==> src/rtl/divmod_pkg.sv <==
// Shared types and constants for the signed idiv/irem controller and its unsigned divmod core.
package divmod_pkg;

  localparam int unsigned DIVMOD_WIDTH_DEFAULT = 32;

  typedef enum logic {
    OP_DIV = 1'b0,
    OP_REM = 1'b1
  } op_e;

  typedef enum logic [2:0] {
    IDLE,
    LOAD,
    START,
    WAIT,
    FIX
  } sdiv_state_e;

endpackage

==> src/rtl/divmod.sv <==
// Unsigned restoring divider: one quotient bit per cycle, done pulses WIDTH+1 cycles after
// trigger. Quotient and remainder are held until the next trigger.
module divmod
  import divmod_pkg::*;
#(
  parameter int unsigned WIDTH = DIVMOD_WIDTH_DEFAULT
) (
  input  logic             clk_i,
  input  logic             rst_i,
  input  logic             trigger_i,
  input  logic [WIDTH-1:0] dividend_i,
  input  logic [WIDTH-1:0] divisor_i,
  output logic             done_o,
  output logic [WIDTH-1:0] quotient_o,
  output logic [WIDTH-1:0] remainder_o
);

  localparam int unsigned CntW = $clog2(WIDTH + 1);

  logic             run_q, run_d;
  logic             done_q, done_d;
  logic [CntW-1:0]  cnt_q, cnt_d;
  logic [WIDTH-1:0] quo_q, quo_d;
  logic [WIDTH-1:0] rem_q, rem_d;
  logic [WIDTH-1:0] div_q, div_d;
  logic [WIDTH:0]   shifted, diff;

  always_comb begin
    run_d   = run_q;
    cnt_d   = cnt_q;
    quo_d   = quo_q;
    rem_d   = rem_q;
    div_d   = div_q;
    done_d  = 1'b0;
    shifted = {rem_q, quo_q[WIDTH-1]};
    // MSB of the difference doubles as the borrow: set means shifted < divisor.
    diff    = shifted - {1'b0, div_q};
    if (run_q) begin
      if (diff[WIDTH]) begin
        rem_d = shifted[WIDTH-1:0];
        quo_d = {quo_q[WIDTH-2:0], 1'b0};
      end else begin
        rem_d = diff[WIDTH-1:0];
        quo_d = {quo_q[WIDTH-2:0], 1'b1};
      end
      cnt_d = cnt_q - CntW'(1);
      if (cnt_q == CntW'(1)) begin
        run_d  = 1'b0;
        done_d = 1'b1;
      end
    end else if (trigger_i) begin
      run_d = 1'b1;
      cnt_d = CntW'(WIDTH);
      quo_d = dividend_i;
      rem_d = '0;
      div_d = divisor_i;
    end
  end

  always_ff @(posedge clk_i or posedge rst_i) begin
    if (rst_i) begin
      run_q  <= 1'b0;
      done_q <= 1'b0;
      cnt_q  <= '0;
      quo_q  <= '0;
      rem_q  <= '0;
      div_q  <= '0;
    end else begin
      run_q  <= run_d;
      done_q <= done_d;
      cnt_q  <= cnt_d;
      quo_q  <= quo_d;
      rem_q  <= rem_d;
      div_q  <= div_d;
    end
  end

  assign done_o      = done_q;
  assign quotient_o  = quo_q;
  assign remainder_o = rem_q;

endmodule

==> src/rtl/sdivmod_ctrl.sv <==
// Signed idiv/irem controller (Java semantics) around the unsigned divmod core.
// Define SDIVMOD_FASTPATH_EN to resolve b==1, b==-1 and a==0 without starting the divider.
module sdivmod_ctrl
  import divmod_pkg::*;
#(
  parameter int unsigned WIDTH = DIVMOD_WIDTH_DEFAULT
) (
  input  logic             clk,
  input  logic             rst,
  input  logic             trigger,
  input  logic             op,
  input  logic [WIDTH-1:0] a,
  input  logic [WIDTH-1:0] b,
  output logic             busy,
  output logic             done,
  output logic [WIDTH-1:0] result,
  output logic             div_zero
);

  sdiv_state_e      state_q, state_d;
  op_e              op_q, op_d;
  logic [WIDTH-1:0] a_q, a_d, b_q, b_d;
  logic [WIDTH-1:0] ua_q, ua_d, ub_q, ub_d;
  logic [WIDTH-1:0] result_q, result_d;
  logic             fast_q, fast_d;
  logic             wait_arm_q, wait_arm_d;
  logic             div_zero_q, div_zero_d;
  logic             done_q, done_d;

  logic             div_trig;
  logic             div_done;
  logic [WIDTH-1:0] div_quo, div_rem;
  logic [WIDTH-1:0] uq, ur;
  logic             sq, sr;

  always_comb begin
    state_d    = state_q;
    op_d       = op_q;
    a_d        = a_q;
    b_d        = b_q;
    ua_d       = ua_q;
    ub_d       = ub_q;
    result_d   = result_q;
    fast_d     = fast_q;
    wait_arm_d = wait_arm_q;
    div_zero_d = div_zero_q;
    done_d     = 1'b0;
    div_trig   = 1'b0;
    // Fast path reuses |a| as the unsigned quotient with a zero remainder.
    uq         = fast_q ? ua_q : div_quo;
    ur         = fast_q ? '0 : div_rem;
    sq         = a_q[WIDTH-1] ^ b_q[WIDTH-1];
    sr         = a_q[WIDTH-1];

    unique case (state_q)
      IDLE: begin
        // done_q marks the done cycle, in which a new trigger is not taken.
        if (trigger && !done_q) begin
          a_d        = a;
          b_d        = b;
          op_d       = op_e'(op);
          div_zero_d = 1'b0;
          state_d    = LOAD;
        end
      end
      LOAD: begin
        fast_d = 1'b0;
        ua_d   = a_q[WIDTH-1] ? -a_q : a_q;
        ub_d   = b_q[WIDTH-1] ? -b_q : b_q;
        if (b_q == '0) begin
          div_zero_d = 1'b1;
          state_d    = FIX;
        end else begin
`ifdef SDIVMOD_FASTPATH_EN
          if (b_q == WIDTH'(1) || b_q == '1 || a_q == '0) begin
            fast_d  = 1'b1;
            state_d = FIX;
          end else begin
            state_d = START;
          end
`else
          state_d = START;
`endif
        end
      end
      START: begin
        div_trig   = 1'b1;
        wait_arm_d = 1'b0;
        state_d    = WAIT;
      end
      WAIT: begin
        // First WAIT cycle masks any done left over from before a reset.
        if (!wait_arm_q) begin
          wait_arm_d = 1'b1;
        end else if (div_done) begin
          state_d = FIX;
        end
      end
      FIX: begin
        if (div_zero_q) begin
          result_d = '0;
        end else if (op_q == OP_DIV) begin
          result_d = sq ? -uq : uq;
        end else begin
          result_d = sr ? -ur : ur;
        end
        done_d  = 1'b1;
        state_d = IDLE;
      end
      default: state_d = IDLE;
    endcase
  end

  always_ff @(posedge clk or posedge rst) begin
    if (rst) begin
      state_q    <= IDLE;
      op_q       <= OP_DIV;
      a_q        <= '0;
      b_q        <= '0;
      ua_q       <= '0;
      ub_q       <= '0;
      result_q   <= '0;
      fast_q     <= 1'b0;
      wait_arm_q <= 1'b0;
      div_zero_q <= 1'b0;
      done_q     <= 1'b0;
    end else begin
      state_q    <= state_d;
      op_q       <= op_d;
      a_q        <= a_d;
      b_q        <= b_d;
      ua_q       <= ua_d;
      ub_q       <= ub_d;
      result_q   <= result_d;
      fast_q     <= fast_d;
      wait_arm_q <= wait_arm_d;
      div_zero_q <= div_zero_d;
      done_q     <= done_d;
    end
  end

  divmod #(
    .WIDTH(WIDTH)
  ) u_divmod (
    .clk_i       (clk),
    .rst_i       (rst),
    .trigger_i   (div_trig),
    .dividend_i  (ua_q),
    .divisor_i   (ub_q),
    .done_o      (div_done),
    .quotient_o  (div_quo),
    .remainder_o (div_rem)
  );

  assign busy     = (state_q != IDLE) || done_q;
  assign done     = done_q;
  assign result   = result_q;
  assign div_zero = div_zero_q;

endmodule

==> config.mk <==
export PLATFORM = sky130hd
export DESIGN_NAME = sdivmod_ctrl
export DESIGN_NICKNAME = d
export VERILOG_FILES = /design/src/rtl/divmod_pkg.sv /design/src/rtl/divmod.sv /design/src/rtl/sdivmod_ctrl.sv
export SDC_FILE = /design/constraint.sdc
export NUM_CORES = 1
export LEC_CHECK = 0
export BUFFER_PORTS_ARGS = -buffer_cell sky130_fd_sc_hd__buf_2
export CAP_MARGIN = 30
export CORE_ASPECT_RATIO = 1.4
export CORE_MARGIN = 2
export CORE_UTILIZATION = 50
export DETAILED_ROUTE_END_ITERATION = 10
export PLACE_DENSITY = 0.74
export SYNTH_ARGS = -nofsm -noshare
export SYNTH_HDL_FRONTEND = slang
export SYNTH_SLANG_ARGS = --single-unit
==> constraint.sdc <==
create_clock -name clk -period 9.6 [get_ports clk]
set_clock_uncertainty 0.2 [all_clocks]
set_input_delay 0.48 -clock clk [delete_from_list [all_inputs] [get_ports clk]]
set_output_delay 0.48 -clock clk [all_outputs]
set_load 0.03 [all_outputs]
==> impl_metrics.ini <==
[die]
dieArea_sq_um = 32600
start_util_pct = 50.6
dieHeight_um = 213
io_pins = 103
core_sq_um = 30700
num_rows = 76
die_x_um = 153

[layout]
final.fill_count = 2577
drive_above_1_share_pct = 14.6
nets = 1906
final_cell_mix = nand2_1 (276), dfrtp_1 (269), o21ai_0 (184), buf_2 (102), xor2_1 (88)
final_util_pct = 58.9
finalInstanceArea_sq_um = 18100
diodes = 0
final_cells = 2210
final_common_cell = nand2_1
area_growth_pct = 16.2

[critical_path]
worst_ep_required_time_ps = 9790
crit_slowest_cell = mux2_2
cp_num_buf_inv = 1
crit_path_max_incr_delay_ps = 670
cp_max_fo = 33
worstSetupPathType = reg -> reg
critPathArrivalTime_ps = 4600
end_kind = flop
crit_path_cell_trace = ha_1, nand4_1, or4_1, a211oi_1, nor2_1, a21oi_1, mux2_2, and2_1, buf_4, o221ai_1
cp-start-kind = flop
worst_path_dominant_cell_family = simple AND/OR/NAND/NOR gates

[cts]
clockRootBuffer = clkbuf_16
cts_buffers = 27
h-tree-depth = 1
clkSinkCount = 271
insertion_delay_ps = 570
post_cts_resized = 0
cts_tree = built
path_clk_slew_ps = 70
cts.path.max_buffers = 3

[timing]
worstMarginPinSlew_ps = 1030
period_needed_ps = 4410
finalCritPeriodShare_pct = 45.9
setup_viol = 0
fin_tns_setup_ps = 0
maxSlewHeadroom_pct = 31.5
fmax_mhz = 227
drv_slew = 0
rsz0062_at_grt = false
finalHoldViolations = 0

[yosys]
synth_top_family_by_area = simple AND/OR/NAND/NOR gates
synth_nets = 1794
yosys.area_share.simple_pct = 16.9
synthArstFlopShare_pct = 100
synth_fa_ha_area_share_pct = 3.19
yosysSeqAreaShare_pct = 43.6
synth_compound_area_share_pct = 16.8
synth_xor_area_share_pct = 8.17
synthMuxAreaShare_pct = 7.71
synth_area_per_cell_sq_um = 9.22
yosysWarnings = 0
yosys_most_used_dff = dfrtp_1
syn_area_sq_um = 15600
syn_inst = 1687
ys_ff_latch = 271
yosysUniqueCellTypes = 61
synth_edf_count = 0

[route]
firstDrtPassIters = 5
antenna_left = 0
drt_iter0_drc = 813
viasPerCell = 5.85
wl_per_cell_um = 18.9
vias = 12936
drc_errors = 0
wirelength_mm = 41.9

[grt]
grt_antenna_before_repair = 0
grt_first_pass_wirelength_mm = 67.5
overflow = 0
grt_pass1_vias = 12803
grt_max_degree = 112
grtUsageTotal_pct = 25.6

[place]
placed_cells = 2093
port_buffers = 102
routabilityCongestion = 1.01
place_area_sq_um = 16400
dp_hpwl_mm = 29.5

[power]
p_leak_uw = 0.00800
ir_worst_vdd_uv = 205
seq_power_share_pct = 29.2
p_sw_uw = 3510
p_per_area_nw_per_um2 = 418
p_int_uw = 4050
swShare_pct = 46.4
fin_total_pwr_uw = 7560
power_frac_comb_pct = 54.7
power_frac_clock_pct = 16.0

[outcome]
status = finished, final reports clean

[worst_hold_path]
min_path_type = in -> async

[flow_run]
drv_cap = 0
==> per-stage QoR <==
| stage | setup slack [ps] | hold slack (ps) |
|---|---|---|
| final | 5190 | 252 |
| after global routing | 4970 | 281 |
| after CTS | 5260 | 234 |
| after detailed placement | 5300 | 251 |
| after global placement | 5400 | 248 |
| after floorplan | 1450 | 244 |
==> timing repair <==
action | CTS | global route
hold endpoints to repair | 110 | 0
hold buffers | 67 | 0
setup buffers | 0 | 0
==> path summary, 6_finish.rpt <==
path                                                      start                                   end  slack [ps]  depth (start not counted)
max in group asynchronous                                   rst  u_divmod.remainder_o[13]$_DFFE_PP0P_        7430                          5
max reg2reg                u_divmod.remainder_o[15]$_DFFE_PP0P_   u_divmod.remainder_o[9]$_DFFE_PP0P_        5190                         10
min reg2reg                              result[29]$_DFFE_PP0P_                result[29]$_DFFE_PP0P_         260                          2
max                        u_divmod.remainder_o[15]$_DFFE_PP0P_   u_divmod.remainder_o[9]$_DFFE_PP0P_        5190                         10
min in group clk                         result[29]$_DFFE_PP0P_                result[29]$_DFFE_PP0P_         260                          2
min                                                         rst         u_divmod.cnt_q[1]$_DFFE_PP0P_         250                          3
==> synthesized netlist by cell type (all sizes together) (4+ instances only) <==
master | n | area share [%]
xor2 | 88 | 5.0
ha | 38 | 3.1
nand2 | 276 | 6.7
o31ai | 16 | 0.77
o41ai | 20 | 1.2
nand2b | 17 | 0.68
o31a | 6 | 0.35
mux2i | 41 | 2.6
o21a | 8 | 0.39
dfrtp | 271 | 44
o21bai | 6 | 0.29
or3 | 16 | 0.64
o211ai | 33 | 1.6
inv | 48 | 1.2
a31oi | 5 | 0.20
mux2 | 70 | 5.1
nand3 | 19 | 0.64
or4 | 20 | 1.0
o21ai | 186 | 6.0
nand3b | 14 | 0.68
nor3 | 21 | 0.68
a21oi | 78 | 2.5
a211oi | 7 | 0.34
o221ai | 13 | 0.73
and4 | 4 | 0.23
or2 | 9 | 0.36
and2 | 5 | 0.20
buf | 13 | 0.35
nand4 | 35 | 1.4
nor2 | 71 | 1.7
nor4 | 15 | 0.70
xnor2 | 57 | 3.2
and3 | 7 | 0.28
clkbuf | 89 | 2.1
a22o | 20 | 1.1
a21o | 11 | 0.53
nor2b | 8 | 0.32
==> worst min-delay path, stage by stage <==
cell and delay (ps):
dlygate4sd3_1 530, buf_2 150, inv_8 260
==> state kept, by name (all words and copies together) (netlist names), 3 cells and up <==
name / count
a_q: 32
b_q: 32
result: 32
u_divmod.div_q: 32
u_divmod.quotient_o: 32
u_divmod.remainder_o: 32
ua_q: 32
ub_q: 32
u_divmod.cnt_q: 6
state_q: 3
==> power groups by stage <==
stage	Combinational [uW]	Sequential, uW	Clock (uW)
3_5_place_dp	4040	2210	0
6_report	4140	2210	1210
4_1_cts	4090	2190	1230
3_3_place_gp	3950	2180	0
5_1_grt	4580	2280	1270
2_1_floorplan	3160	2010	0
==> layout make-up <==
cell class              count  area (sq um)  share of cell area (%)
inverters                  48           188                    1.04
repair buffers            185          1350                    7.45
multi-input cells        1266          8240                    45.6
clock buffers              33           738                    4.08
well taps                 390           488                    2.70
flip-flops and latches    271          6790                    37.5
clock inverters            17           293                    1.62
==> cells by family (layout without fill, tap and decap cells) <==
logic type	Yosys count	count (layout)
and+or+nand+nor	548	548
muxes	111	111
xor gates and xnor gates	145	145
adders and majority gates	39	39
buffers and inverters	150	283
AOI/OAI and AO/OA	423	423
DFF	271	271
==> layer usage <==
layer	GRT usage, %	wire length, um
met1	32.3	17500
met3	3.21	1840
met5	0	0
met2	42.3	19800
met4	15.6	2720
Note: power is estimated with default switching activity, not from simulation.
